==> config.mk <==
export PLATFORM = sky130hd
export DESIGN_NAME = cell_redraw_seq_flat
export DESIGN_NICKNAME = d
export VERILOG_FILES = /design/src/rtl/cell_redraw_seq_if.sv /design/src/rtl/cell_redraw_seq.sv /design/src/flat_wrapper.sv
export SDC_FILE = /design/constraint.sdc
export NUM_CORES = 1
export LEC_CHECK = 0
export CORE_ASPECT_RATIO = 1.4
export CORE_UTILIZATION = 60
export DETAILED_ROUTE_END_ITERATION = 10
export PLACE_DENSITY = 0.85
export SLEW_MARGIN = 20
export SYNTH_ARGS = -nofsm -noshare
export SYNTH_HDL_FRONTEND = slang
export SYNTH_SLANG_ARGS = --single-unit
==> constraint.sdc <==
create_clock -name CLOCK_50 -period 8.8 [get_ports CLOCK_50]
set_input_delay 1.76 -clock CLOCK_50 [delete_from_list [all_inputs] [get_ports CLOCK_50]]
set_output_delay 1.76 -clock CLOCK_50 [all_outputs]
set_load 0.005 [all_outputs]
==> src/rtl/cell_redraw_seq_if.sv <==
// Painter-side handshake bundle between cell_redraw_seq (master) and the box painter (slave).
interface cell_redraw_seq_if #(
  parameter int X_W     = 10,
  parameter int Y_W     = 9,
  parameter int COLOR_W = 9
);
  // pnt_start is a one-cycle kick issued only while pnt_busy is low; pnt_x0/y0/color are
  // valid with the kick and held until the one-cycle pnt_done that retires it.
  logic               pnt_start;
  logic [X_W-1:0]     pnt_x0;
  logic [Y_W-1:0]     pnt_y0;
  logic [COLOR_W-1:0] pnt_color;
  logic               pnt_busy;
  logic               pnt_done;

  modport master (
    output pnt_start, pnt_x0, pnt_y0, pnt_color,
    input  pnt_busy, pnt_done
  );

  modport slave (
    input  pnt_start, pnt_x0, pnt_y0, pnt_color,
    output pnt_busy, pnt_done
  );
endinterface

==> src/rtl/cell_redraw_seq.sv <==
// Erase/redraw sequencer for a CELLS-cell piece plus full-grid background clear,
// issuing one box paint per cell through the painter handshake.
module cell_redraw_seq #(
  parameter int                 COLS     = 10,
  parameter int                 ROWS     = 20,
  parameter int                 CELLS    = 4,
  parameter int                 COL_W    = 4,
  parameter int                 ROW_W    = 5,
  parameter int                 CELL_W   = 64,
  parameter int                 CELL_H   = 24,
  parameter int                 X_ORG    = 0,
  parameter int                 Y_ORG    = 0,
  parameter int                 X_W      = 10,
  parameter int                 Y_W      = 9,
  parameter int                 COLOR_W  = 9,
  parameter logic [COLOR_W-1:0] BG_COLOR = COLOR_W'(9'h1FF)
) (
  input  logic                     CLOCK_50,
  input  logic                     reset,
  input  logic                     update,
  input  logic                     clear_req,
  input  logic [CELLS*COL_W-1:0]   cur_cols,
  input  logic [CELLS*ROW_W-1:0]   cur_rows,
  input  logic [COLOR_W-1:0]       cur_color,
  cell_redraw_seq_if.master        pnt,
  output logic                     busy,
  output logic                     frame_done,
  output logic [2:0]               state_dbg
);

  typedef enum logic [2:0] {S_IDLE, S_ERASE, S_DRAW, S_LATCH, S_CLEAR} state_t;

  localparam int                 IDX_W    = (CELLS > 1) ? $clog2(CELLS) : 1;
  localparam logic [IDX_W-1:0]   LAST_IDX = IDX_W'(CELLS - 1);
  localparam logic [COL_W-1:0]   LAST_COL = COL_W'(COLS - 1);
  localparam logic [ROW_W-1:0]   LAST_ROW = ROW_W'(ROWS - 1);
  localparam logic [COL_W:0]     COLS_X   = (COL_W+1)'(COLS);
  localparam logic [ROW_W:0]     ROWS_X   = (ROW_W+1)'(ROWS);

  state_t                 state, state_d;
  logic [IDX_W-1:0]       idx;
  logic [COL_W-1:0]       clr_col;
  logic [ROW_W-1:0]       clr_row;
  logic                   kicked, have_prev, pend_upd, pend_clr;
  logic [CELLS*COL_W-1:0] prev_cols, new_cols;
  logic [CELLS*ROW_W-1:0] prev_rows, new_rows;
  logic [COLOR_W-1:0]     new_color;

  logic [COL_W-1:0]       sel_col;
  logic [ROW_W-1:0]       sel_row;
  logic                   overlap, off_grid;
  logic [X_W-1:0]         x0_d;
  logic [Y_W-1:0]         y0_d;
  logic                   kick, adv, last, take_clr, take_upd, frame_done_d;

  assign busy      = (state != S_IDLE);
  assign state_dbg = state;

  // Cell currently addressed by the walker, and whether it can be skipped.
  always_comb begin
    sel_col = '0;
    sel_row = '0;
    overlap = 1'b0;
    case (state)
      S_ERASE: begin
        sel_col = prev_cols[idx*COL_W +: COL_W];
        sel_row = prev_rows[idx*ROW_W +: ROW_W];
      end
      S_DRAW: begin
        sel_col = new_cols[idx*COL_W +: COL_W];
        sel_row = new_rows[idx*ROW_W +: ROW_W];
      end
      S_CLEAR: begin
        sel_col = clr_col;
        sel_row = clr_row;
      end
      default: ;
    endcase
    for (int j = 0; j < CELLS; j++) begin
      if (sel_col == new_cols[j*COL_W +: COL_W] && sel_row == new_rows[j*ROW_W +: ROW_W])
        overlap = 1'b1;
    end
    off_grid = ({1'b0, sel_col} >= COLS_X) || ({1'b0, sel_row} >= ROWS_X);
    x0_d     = X_W'(X_ORG + int'(sel_col) * CELL_W);
    y0_d     = Y_W'(Y_ORG + int'(sel_row) * CELL_H);
  end

  always_comb begin
    state_d      = state;
    kick         = 1'b0;
    adv          = 1'b0;
    last         = 1'b0;
    take_clr     = 1'b0;
    take_upd     = 1'b0;
    frame_done_d = 1'b0;
    case (state)
      S_IDLE: begin
        if (pend_clr || clear_req) begin
          take_clr = 1'b1;
          state_d  = S_CLEAR;
        end else if (pend_upd || update) begin
          take_upd = 1'b1;
          state_d  = have_prev ? S_ERASE : S_DRAW;
        end
      end
      S_ERASE, S_DRAW, S_CLEAR: begin
        last = (state == S_CLEAR) ? (clr_col == LAST_COL && clr_row == LAST_ROW)
                                  : (idx == LAST_IDX);
        if (off_grid || (state == S_ERASE && overlap)) adv = 1'b1;
        else if (!kicked) kick = !pnt.pnt_busy;
        else adv = pnt.pnt_done;
        if (adv && last) begin
          if (state == S_ERASE) state_d = S_DRAW;
          else if (state == S_DRAW) state_d = S_LATCH;
          else begin
            state_d      = S_IDLE;
            frame_done_d = 1'b1;
          end
        end
      end
      S_LATCH: begin
        frame_done_d = 1'b1;
        state_d      = S_IDLE;
      end
      default: state_d = S_IDLE;
    endcase
  end

  always_ff @(posedge CLOCK_50) begin
    if (reset) state <= S_IDLE;
    else       state <= state_d;
  end

  always_ff @(posedge CLOCK_50) begin
    if (reset) begin
      pnt.pnt_start <= 1'b0;
      pnt.pnt_x0    <= '0;
      pnt.pnt_y0    <= '0;
      pnt.pnt_color <= '0;
      frame_done    <= 1'b0;
      idx           <= '0;
      clr_col       <= '0;
      clr_row       <= '0;
      kicked        <= 1'b0;
      have_prev     <= 1'b0;
      pend_upd      <= 1'b0;
      pend_clr      <= 1'b0;
      prev_cols     <= '0;
      prev_rows     <= '0;
      new_cols      <= '0;
      new_rows      <= '0;
      new_color     <= '0;
    end else begin
      pnt.pnt_start <= kick;
      frame_done    <= frame_done_d;
      if (kick) begin
        kicked        <= 1'b1;
        pnt.pnt_x0    <= x0_d;
        pnt.pnt_y0    <= y0_d;
        pnt.pnt_color <= (state == S_DRAW) ? new_color : BG_COLOR;
      end
      if (adv) begin
        kicked <= 1'b0;
        idx    <= last ? '0 : idx + 1'b1;
        if (state == S_CLEAR) begin
          if (clr_col == LAST_COL) begin
            clr_col <= '0;
            clr_row <= clr_row + 1'b1;
          end else begin
            clr_col <= clr_col + 1'b1;
          end
          if (last) have_prev <= 1'b0;
        end
      end
      // Requests arriving mid-frame are remembered one-deep and served from IDLE.
      if (state != S_IDLE) begin
        if (update)    pend_upd <= 1'b1;
        if (clear_req) pend_clr <= 1'b1;
      end
      if (take_clr) begin
        pend_clr <= 1'b0;
        clr_col  <= '0;
        clr_row  <= '0;
        idx      <= '0;
        if (update) pend_upd <= 1'b1;
      end
      if (take_upd) begin
        pend_upd  <= 1'b0;
        new_cols  <= cur_cols;
        new_rows  <= cur_rows;
        new_color <= cur_color;
        idx       <= '0;
      end
      if (state == S_LATCH) begin
        prev_cols <= new_cols;
        prev_rows <= new_rows;
        have_prev <= 1'b1;
      end
    end
  end

endmodule

==> src/flat_wrapper.sv <==
// flat-port wrapper written by rule: the top's interface ports become plain ports
module cell_redraw_seq_flat 
#(
  parameter int                 COLS     = 10,
  parameter int                 ROWS     = 20,
  parameter int                 CELLS    = 4,
  parameter int                 COL_W    = 4,
  parameter int                 ROW_W    = 5,
  parameter int                 CELL_W   = 64,
  parameter int                 CELL_H   = 24,
  parameter int                 X_ORG    = 0,
  parameter int                 Y_ORG    = 0,
  parameter int                 X_W      = 10,
  parameter int                 Y_W      = 9,
  parameter int                 COLOR_W  = 9,
  parameter logic [COLOR_W-1:0] BG_COLOR = COLOR_W'(9'h1FF)
)
  (CLOCK_50, reset, update, clear_req, cur_cols, cur_rows, cur_color, busy, frame_done, state_dbg, pnt_pnt_start, pnt_pnt_x0, pnt_pnt_y0, pnt_pnt_color, pnt_pnt_busy, pnt_pnt_done);
  cell_redraw_seq_if #(.X_W(X_W), .Y_W(Y_W), .COLOR_W(COLOR_W)) pnt_i ();
  input  logic CLOCK_50;
  input  logic reset;
  input  logic update;
  input  logic clear_req;
  input  logic [CELLS*COL_W-1:0] cur_cols;
  input  logic [CELLS*ROW_W-1:0] cur_rows;
  input  logic [COLOR_W-1:0] cur_color;
  output logic busy;
  output logic frame_done;
  output logic [2:0] state_dbg;
  output wire logic [$bits(pnt_i.pnt_start)-1:0] pnt_pnt_start;
  output wire logic [$bits(pnt_i.pnt_x0)-1:0] pnt_pnt_x0;
  output wire logic [$bits(pnt_i.pnt_y0)-1:0] pnt_pnt_y0;
  output wire logic [$bits(pnt_i.pnt_color)-1:0] pnt_pnt_color;
  input wire logic [$bits(pnt_i.pnt_busy)-1:0] pnt_pnt_busy;
  input wire logic [$bits(pnt_i.pnt_done)-1:0] pnt_pnt_done;
  assign pnt_pnt_start = pnt_i.pnt_start;
  assign pnt_pnt_x0 = pnt_i.pnt_x0;
  assign pnt_pnt_y0 = pnt_i.pnt_y0;
  assign pnt_pnt_color = pnt_i.pnt_color;
  assign pnt_i.pnt_busy = pnt_pnt_busy;
  assign pnt_i.pnt_done = pnt_pnt_done;
  cell_redraw_seq #(.COLS(COLS), .ROWS(ROWS), .CELLS(CELLS), .COL_W(COL_W), .ROW_W(ROW_W), .CELL_W(CELL_W), .CELL_H(CELL_H), .X_ORG(X_ORG), .Y_ORG(Y_ORG), .X_W(X_W), .Y_W(Y_W), .COLOR_W(COLOR_W), .BG_COLOR(BG_COLOR)) u_core (.CLOCK_50(CLOCK_50), .reset(reset), .update(update), .clear_req(clear_req), .cur_cols(cur_cols), .cur_rows(cur_rows), .cur_color(cur_color), .pnt(pnt_i), .busy(busy), .frame_done(frame_done), .state_dbg(state_dbg));
endmodule
==> results_tabular.tex, run 1 <==
\begin{tabular}{lr}
\hline
Metric & Value \\
\hline
\multicolumn{2}{l}{\textbf{Status}} \\
\quad Run status & completed \\
\multicolumn{2}{l}{\textbf{Placement}} \\
\quad Placed Cells incl. Taps & 1041 \\
\quad Gp weighted congestion & $\sim$1.0 \\
\quad Minimum setup slack after placement & between 3 and 4 ns \\
\quad HPWL after DPL & about 17000 um \\
\quad Count of input and output buffers & 75 \\
\multicolumn{2}{l}{\textbf{GRT}} \\
\quad GRT Total Usage & a little over two fifths \\
\quad First-pass GRT wire length & between 30000 and 40000 um \\
\quad Grt met3 use & 8.57\% \\
\quad Routing layer with the top usage in global route & met2 \\
\quad Aggregate global routing overflow & 0 \\
\quad Met1 track demand over resource in global routing & about half \\
\quad Vias in the first global route & between 6000 and 7000 \\
\quad Antenna violations before repair & 0 \\
\quad Maximum number of pins on one net before global-route repair & 91 \\
\quad Met2 track demand over resource in global routing & roughly two thirds \\
\multicolumn{2}{l}{\textbf{STA}} \\
\quad Actual slew at the worst max-slew pin & 1.09 ns \\
\quad Max frequency & 185 MHz \\
\quad Time the final worst path needs with I/O delays and setup & around 5.4 ns \\
\quad Worst hold slack across all endpoints & 0.454 ns \\
\quad Setup Total Neg Slack & 0 ns \\
\quad Setup repair after global routing missed its margin & no \\
\quad Final setup violation count & 0 \\
\quad Min setup slack post-route & 3.40 ns \\
\quad Relative slew slack & 27.1\% \\
\quad Worst setup skew after layout & 0.0146 ns \\
\quad Final Max Tran Viols & 0 \\
\quad Fin. Hold Viols & 0 \\
\quad Final worst-path cycle share & about three fifths \\
\multicolumn{2}{l}{\textbf{Power}} \\
\quad Power density normalized to cell area & between 200 and 300 nW/um\^{}2 \\
\quad Leakage power summed over all cells & 2.83 nW \\
\quad Design Power & approximately 0.0022 W \\
\quad IR drop worst, VDD & approximately 0.17 mV \\
\multicolumn{2}{l}{\textbf{Final layout}} \\
\quad Most frequent standard cell in the layout excluding fill and tap cells & nand2\_1 \\
\quad Fraction of layout instances using a drive strength above 1 & a little under a tenth \\
\quad Post-layout instance count excluding filler cells & $\sim$1100 \\
\quad Synthesis-to-finish area growth & 19.0\% \\
\quad ANT cells & 0 \\
\quad Highest-count cells in the layout ignoring fill and taps & 200 x nand2\_1, 123 x a21oi\_1, 120 x dfxtp\_1, 74 x clkdlybuf4s50\_1, 46 x nor2\_1 \\
\quad Net count, final & between 900 and 1000 \\
\quad Number of inserted filler cells in the final layout & 853 \\
\quad Reg area & 2400 um\^{}2 \\
\quad Area taken by multi-input logic gates & a little over 4000 um\^{}2 \\
\multicolumn{2}{l}{\textbf{Synthesis}} \\
\quad Proportion of netlist area held by the largest area contributor & about a third \\
\quad Number of synthesis warnings & 0 \\
\quad Syn Area/Cell & between 7 and 8 um\^{}2 \\
\quad Share of synthesized flip-flops with an asynchronous set or reset & 0\% \\
\quad Post-Synthesis Cells & between 800 and 900 \\
\quad Post-synthesis cell type with the largest combined area & dfxtp\_1 \\
\quad Netlist area before placement & 6940 um\^{}2 \\
\quad Commonest register cell after synthesis & dfxtp\_1 \\
\quad Register bit count reported by yosys & 120 \\
\quad Top area cells in the synthesized netlist & dfxtp\_1 35\%, nand2\_1 11\%, a21oi\_1 8.9\% \\
\quad Post-synth EDFFs & 0 \\
\quad Post-synthesis cell type count & 78 \\
\quad Seq/Total Area, Yosys & between 30 and 40\% \\
\multicolumn{2}{l}{\textbf{Clock tree}} \\
\quad CTS hold repair buffers & 0 \\
\quad Total clock buffers created by CTS & 17 \\
\quad Clock tree from TritonCTS & yes \\
\quad Clock root buffer master & clkbuf\_16 \\
\quad Setup fix buffers added after clock tree synthesis & 0 \\
\quad CTS Buffer Depth & 2 \\
\quad Clock latency reported for the late side of the worst-skew pair & 0.43 ns \\
\quad Clock Pin Slew Worst Setup and Hold Paths & $\sim$0.060 ns \\
\quad Count of H-tree levels built during CTS & 4 \\
\quad Clk sinks & 120 \\
\quad Number of cells upsized or downsized after cts & 0 \\
\multicolumn{2}{l}{\textbf{Worst setup path}} \\
\quad Kind of critical path & flip-flop to flip-flop \\
\quad Crit path top cell by count & nand2\_1 \\
\quad Startpoint kind of the worst setup timing path & flip-flop \\
\quad Required time worst endpoint & 9.13 ns \\
\quad Worst-path cell chain & or3b\_1, nand2\_1, a22oi\_1, nand2\_1, and3\_1, ha\_1, a31oi\_1, o211ai\_1, nor3\_2, buf\_4, a21oi\_1, a311oi\_2 \\
\quad Cell with the largest stage delay on the worst path & or3b\_1 \\
\quad Type of destination of the critical path & flip-flop \\
\quad Worst-path maximum fanout & 24 \\
\quad Cell class contributing the biggest share of worst-path delay & simple AND/OR/NAND/NOR gates \\
\quad Total buffers and inverters traversed by the critical path & 1 \\
\quad Worst path max stage delay & about 0.95 ns \\
\quad Endpoint arrival time on the critical path & approximately 5.7 ns \\
\multicolumn{2}{l}{\textbf{Min path}} \\
\quad Class of the most critical hold timing path & flip-flop to flip-flop \\
\multicolumn{2}{l}{\textbf{Detailed routing}} \\
\quad Routed wire length & between 20000 and 25000 um \\
\quad First-iteration detailed-routing DRC count & roughly 800 \\
\quad Post-DRT Antenna Nets & 0 \\
\quad Via count normalized by instance count & 6.68 \\
\quad Final routed wire length divided by cell count & roughly 23 um \\
\quad Via count & between 7000 and 8000 \\
\quad First-pass detailed-route iteration total & 8 \\
\quad Residual DRC count & 0 \\
\multicolumn{2}{l}{\textbf{Die}} \\
\quad Overall die height & 129 um \\
\quad Row count & 46 \\
\quad Die width & slightly above 90 um \\
\quad Number of placed I/O pins & 85 \\
\quad Starting density of the core & 61.5\% \\
\quad Core outline area & about 11000 um\^{}2 \\
\quad Die area & $\sim$12000 um\^{}2 \\
\multicolumn{2}{l}{\textbf{Flow run}} \\
\quad Maximum Capacitance Violations & 0 \\
\hline
\end{tabular}
registers in the layout, summed over array words and instances, names as in the netlist, named ones only:
register and cells:
u_core.new_color 9, u_core.pend_clr 1, u_core.prev_rows 20, u_core.clr_row 5
u_core.frame_done 1, u_core.kicked 1, u_core.clr_col 4, u_core.new_rows 20
u_core.pnt.pnt_y0 6, u_core.pnt.pnt_start 1, u_core.new_cols 16, u_core.prev_cols 16
u_core.idx 2, u_core.have_prev 1, u_core.pnt.pnt_color 9, u_core.pnt.pnt_x0 4
u_core.state_dbg 3
worst register-to-register path: cells and delay by family, from the launching register on:
kind	cells	cell delay [ns]
adder cells (fa/ha/maj)	1	0.21
AO/OA/AOI/OAI	5	1.52
flip-flops	1	0.87
AND/OR/NAND/NOR	5	2.34
buffers and inverters	1	0.39
path summary, 6_finish.rpt:
kind                        from                   end  slack, ns  depth (start not counted)
min reg2reg  u_core.prev_cols[1]   u_core.prev_cols[1]       0.45                          2
max reg2reg  u_core.state_dbg[0]  u_core.pnt.pnt_y0[8]       3.40                         12
max          u_core.state_dbg[0]  u_core.pnt.pnt_y0[8]       3.40                         12
min          u_core.prev_cols[1]   u_core.prev_cols[1]       0.45                          2
cell type report:
type	count	share of cell area [%]
flip-flops and latches	120	29.1
repair buffers	86	10.3
clock buffers	17	5.15
well taps	144	2.18
inverters	18	0.818
multi-input cells	674	50.2
clock inverters	14	2.30
logic make-up after synthesis:
kind of cell,after synthesis,share of synthesized area (%)
AND/OR/NAND/NOR,362,23.9
AO/OA/AOI/OAI,221,20.4
flip-flops,120,34.6
buffers and inverters,96,6.56
multiplexers,55,10.3
XOR/XNOR,17,2.25
adder cells (fa/ha/maj),10,1.91
other,1,0.0540
report_power, final:
group / switching, W / total (W) / internal (W) / leakage, nW
registers: 0.000130 / 0.000756 / 0.000625 / 0.974
logic: 0.000413 / 0.000727 / 0.000314 / 1.56
clock network: 0.000290 / 0.000742 / 0.000452 / 0.298
through the flow:
stage	area (um^2)	utilization (%)
floorplan	6970	-
global placement	7610	67.5
detailed placement	7610	67.5
CTS	8230	73.0
global route	8260	73.2
finish	8260	73.2
cells in the mapped netlist, types with 6 or more instances:
library cell / count
and2_1: 7
nor2_1: 47
nor4_1: 14
inv_1: 15
dfxtp_1: 120
xor2_1: 6
buf_2: 13
nand2_1: 200
ha_1: 9
nand2b_1: 6
o21ai_0: 9
buf_4: 13
a311oi_2: 9
xnor2_1: 10
clkbuf_1: 44
a31oi_1: 8
nor3_1: 33
mux4_2: 11
or3_1: 6
a22oi_1: 8
o22ai_1: 18
a21oi_1: 123
mux2i_1: 36
nand3_1: 14
nand4_1: 7
layer usage:
layer	wire length, um	vias to the layer above
met5	0	-
met4	1660	0
met3	2040	122
met2	11700	452
met1	9240	3400
li1	-	3194
Note: power is estimated with default switching activity, not from simulation.
==> run 2: changes to the inputs <==
--- a/config.mk
+++ b/config.mk
@@ -6,9 +6,9 @@
 export NUM_CORES = 1
 export LEC_CHECK = 0
 export CORE_ASPECT_RATIO = 1.4
-export CORE_UTILIZATION = 60
+export CORE_UTILIZATION = 56
 export DETAILED_ROUTE_END_ITERATION = 10
-export PLACE_DENSITY = 0.85
+export PLACE_DENSITY = 0.8
 export SLEW_MARGIN = 20
 export SYNTH_ARGS = -nofsm -noshare
 export SYNTH_HDL_FRONTEND = slang
==> constraint.sdc (replaced) <==
create_clock -name CLOCK_50 -period 5.33 [get_ports CLOCK_50]
set_input_delay 1.066 -clock CLOCK_50 [delete_from_list [all_inputs] [get_ports CLOCK_50]]
set_output_delay 1.066 -clock CLOCK_50 [all_outputs]
set_load 0.005 [all_outputs]
==> run 2 against run 1 <==
Against the previous run:
- via count decreased by 2.2%
- count of clock-buffer cells in the layout increased by 1
- register-to-register slack got worse by 2.6 ns
- cell area increased by 0.11%
- hold slack improved by 0.0010 ns
- sequential share of layout area about the same
- global-route usage decreased by 4.4 points
==> results_tabular.tex, run 2 (synthesis gave the netlist of run 1 again) <==
\begin{tabular}{lr}
\hline
Metric & Value \\
\hline
\multicolumn{2}{l}{\textbf{Status}} \\
\quad Run status & completed \\
\multicolumn{2}{l}{\textbf{Die}} \\
\quad Starting density of the core & 58.1\% (-3.4 points) \\
\quad Number of placed I/O pins & 85 (unchanged) \\
\quad Die width & 96.1 um (+3.4\%) \\
\quad Core outline area & 11900 um\^{}2 (+5.8\%) \\
\quad Die area & 12800 um\^{}2 (+7.0\%) \\
\quad Overall die height & 134 um (+3.5\%) \\
\quad Row count & 47 (+2.2\%) \\
\multicolumn{2}{l}{\textbf{Detailed routing}} \\
\quad Final routed wire length divided by cell count & 21.6 um (-6.0\%) \\
\quad Via count normalized by instance count & 6.47 (-3.1\%) \\
\quad Residual DRC count & 0 (unchanged) \\
\quad Via count & 7010 (-2.2\%) \\
\quad Post-DRT Antenna Nets & 0 (unchanged) \\
\quad First-iteration detailed-routing DRC count & 612 (-23\%) \\
\quad First-pass detailed-route iteration total & 5 (-3) \\
\quad Routed wire length & 23400 um (-5.2\%) \\
\multicolumn{2}{l}{\textbf{Worst setup path}} \\
\quad Kind of critical path & flip-flop to flip-flop \\
\quad Endpoint arrival time on the critical path & 4.83 ns (-0.91 ns) \\
\quad Required time worst endpoint & 5.60 ns (-3.53 ns) \\
\quad Worst-path maximum fanout & 21 (-13\%) \\
\quad Cell class contributing the biggest share of worst-path delay & simple AND/OR/NAND/NOR gates \\
\quad Worst reg2reg path depth & 12 (unchanged) \\
\quad Type of destination of the critical path & flip-flop \\
\quad Capturing point of the worst reg2reg path & u\_core.clr\_row[4] \\
\quad Worst-path cell chain & nor3b\_4, buf\_4, mux4\_2, o21ai\_1, ha\_1, a31oi\_1, o211ai\_1, a21oi\_2, nor4\_2, nand4\_1, xnor2\_1, nor2\_1 \\
\quad Start of the worst register-to-register path & u\_core.state\_dbg[0] \\
\quad Cell depth of the worst setup path & 12 (unchanged) \\
\quad Total buffers and inverters traversed by the critical path & 1 (unchanged) \\
\quad Reg2Reg Setup Slack & 0.77 ns (-2.63 ns) \\
\quad Critical path startpoint & u\_core.state\_dbg[0] \\
\quad Destination of the critical timing path & u\_core.clr\_row[4] \\
\quad Cell with the largest stage delay on the worst path & nor3b\_4 \\
\quad Startpoint kind of the worst setup timing path & flip-flop \\
\quad Worst path max stage delay & 0.67 ns (-0.28 ns) \\
\multicolumn{2}{l}{\textbf{GRT}} \\
\quad Vias in the first global route & 6590 (-0.39\%) \\
\quad Antenna violations before repair & 0 (unchanged) \\
\quad Maximum number of pins on one net before global-route repair & 104 (+14\%) \\
\quad Aggregate global routing overflow & 0 (unchanged) \\
\quad First-pass GRT wire length & 35600 um (-5.2\%) \\
\quad GRT Total Usage & 37.5\% (-4.4 points) \\
\multicolumn{2}{l}{\textbf{Clock tree}} \\
\quad Setup fix buffers added after clock tree synthesis & 0 (unchanged) \\
\quad CTS hold repair buffers & 0 (unchanged) \\
\quad Clk sinks & 120 (unchanged) \\
\quad Number of cells upsized or downsized after cts & 0 (unchanged) \\
\quad Clock Pin Slew Worst Setup and Hold Paths & 0.06 ns (about the same) \\
\quad Clock latency reported for the late side of the worst-skew pair & 0.42 ns (about the same) \\
\quad Clock root buffer master & clkbuf\_16 \\
\quad Count of H-tree levels built during CTS & 4 (unchanged) \\
\quad Total clock buffers created by CTS & 17 (unchanged) \\
\quad CTS Buffer Depth & 2 (unchanged) \\
\quad Clock tree from TritonCTS & yes \\
\multicolumn{2}{l}{\textbf{STA}} \\
\quad Fin. Hold Viols & 0 (unchanged) \\
\quad Relative slew slack & 27.6\% (+0.48 points) \\
\quad Time the final worst path needs with I/O delays and setup & 4.56 ns (-0.842 ns) \\
\quad Setup Total Neg Slack & 0 ns (unchanged) \\
\quad Setup repair after global routing missed its margin & no \\
\quad Actual slew at the worst max-slew pin & 1.09 ns (-0.00713 ns) \\
\quad Final worst-path cycle share & 85.6\% (+24 points) \\
\quad Worst setup skew after layout & 0.0114 ns (-0.00322 ns) \\
\quad Final Max Tran Viols & 0 (unchanged) \\
\quad Max frequency & 219 MHz (+18\%) \\
\quad Final setup violation count & 0 (unchanged) \\
\multicolumn{2}{l}{\textbf{Power}} \\
\quad Switching Fraction & 36.9\% (-0.54 points) \\
\quad Power density normalized to cell area & 435 nW/um\^{}2 (+61\%) \\
\quad Leakage power summed over all cells & 2.84 nW (+0.46\%) \\
\quad Int Power & 0.00227 W (+63\%) \\
\quad Proportion of power drawn by combinational gates & 32.7\% (about the same) \\
\quad Sequential share of power & 34.5\% (+0.5 points) \\
\quad IR drop worst, VDD & 0.250 mV (+43\%) \\
\quad Clk pwr share & 32.7\% (-0.7 points) \\
\quad Switching component of the power & 0.00133 W (+59\%) \\
\quad Design Power & 0.00359 W (+62\%) \\
\multicolumn{2}{l}{\textbf{Final layout}} \\
\quad Net count, final & 984 (+0.61\%) \\
\quad Fraction of layout instances using a drive strength above 1 & 10.1\% (+0.68 points) \\
\quad Post-route cell area & 8270 um\^{}2 (+0.11\%) \\
\quad Most frequent standard cell in the layout excluding fill and tap cells & nand2\_1 \\
\quad Synthesis-to-finish area growth & 19.1\% \\
\quad Largest registers & u\_core.new\_rows x20, u\_core.prev\_rows x20 \\
\quad ANT cells & 0 (unchanged) \\
\quad Highest-count cells in the layout ignoring fill and taps & 200 x nand2\_1, 123 x a21oi\_1, 120 x dfxtp\_1, 74 x clkdlybuf4s50\_1, 46 x nor2\_1 \\
\multicolumn{2}{l}{\textbf{Flow run}} \\
\quad Maximum Capacitance Violations & 0 (unchanged) \\
\multicolumn{2}{l}{\textbf{Placement}} \\
\quad HPWL after DPL & 16500 um (-3.5\%) \\
\quad Gp weighted congestion & 1.05 (+3.3\%) \\
\quad Count of input and output buffers & 75 (unchanged) \\
\quad Cell area after placement & 7660 um\^{}2 (+0.64\%) \\
\multicolumn{2}{l}{\textbf{Min path}} \\
\quad Class of the most critical hold timing path & flip-flop to flip-flop \\
\hline
\end{tabular}
==> run 2: cell count changes in the layout (fill, tap and decap cells not counted), sizes merged <==
cell | before | now
inv | 22 | 23
clkinvlp | 1 | 2
bufinv | 3 | 2
clkbuf | 17 | 18
buf | 12 | 18
clkinv | 6 | 5
==> run 2: layout make-up <==
type                            count  area, um^2
Sequential cell                   120        2400
Tap cell                          147         184
Multi-Input combinational cell    674        4130
Timing Repair Buffer               92         876
Clock buffer                       18         439
Clock inverter                     14         164
Fill cell                        1048        3670
Inverter                           18        67.6
==> run 2: how the worst min path moves through the flow <==
stage	from	end	slack (ns)	cells after the start
after floorplan	u_core.prev_rows[5]	u_core.prev_rows[5]	0.43	2
after global placement	u_core.prev_rows[5]	u_core.prev_rows[5]	0.44	2
after detailed placement	u_core.prev_cols[6]	u_core.prev_cols[6]	0.44	2
after CTS	u_core.prev_cols[7]	u_core.prev_cols[7]	0.45	2
after global routing	u_core.new_color[2]	u_core.new_color[2]	0.47	2
final	u_core.prev_cols[7]	u_core.prev_cols[7]	0.46	2
==> run 2: power by group through the flow <==
| stage | combinational (W) | clock (W) | sequential (W) |
|---|---|---|---|
| 4_1_cts | 0.00116 | 0.00119 | 0.00123 |
| 6_report | 0.00118 | 0.00118 | 0.00124 |
| 3_3_place_gp | 0.00112 | 0 | 0.00125 |
| 3_5_place_dp | 0.00114 | 0 | 0.00125 |
| 2_1_floorplan | 0.000825 | 0 | 0.00114 |
| 5_1_grt | 0.00126 | 0.00123 | 0.00125 |
==> run 2: tightest hold or removal path, stage by stage, from the launching register on <==
cell and delay (ns):
dfxtp_1 0.31, nand2_1 0.05, a21oi_1 0.05
==> run 2: routing by layer <==
layer  GRT usage [%]  routed length, um  share of wire, %
met3            6.85               1790               7.7
met5               0                  0                 0
met2            59.4              11100                47
met1            45.6               8840                38
met4            25.0               1670               7.2
==> run 2: metrics by stage <==
stage | utilization, % | instances | hold WS, ns | setup slack [ns]
2_1_floorplan | - | 890 | 0.433 | 1.92
3_3_place_gp | 64.2 | 1051 | 0.438 | 1.13
3_5_place_dp | 64.2 | 1051 | 0.445 | 0.931
4_1_cts | 69.2 | 1083 | 0.455 | 0.910
5_1_grt | 69.2 | 1083 | 0.471 | 0.578
6_report | 69.2 | 1083 | 0.455 | 0.769
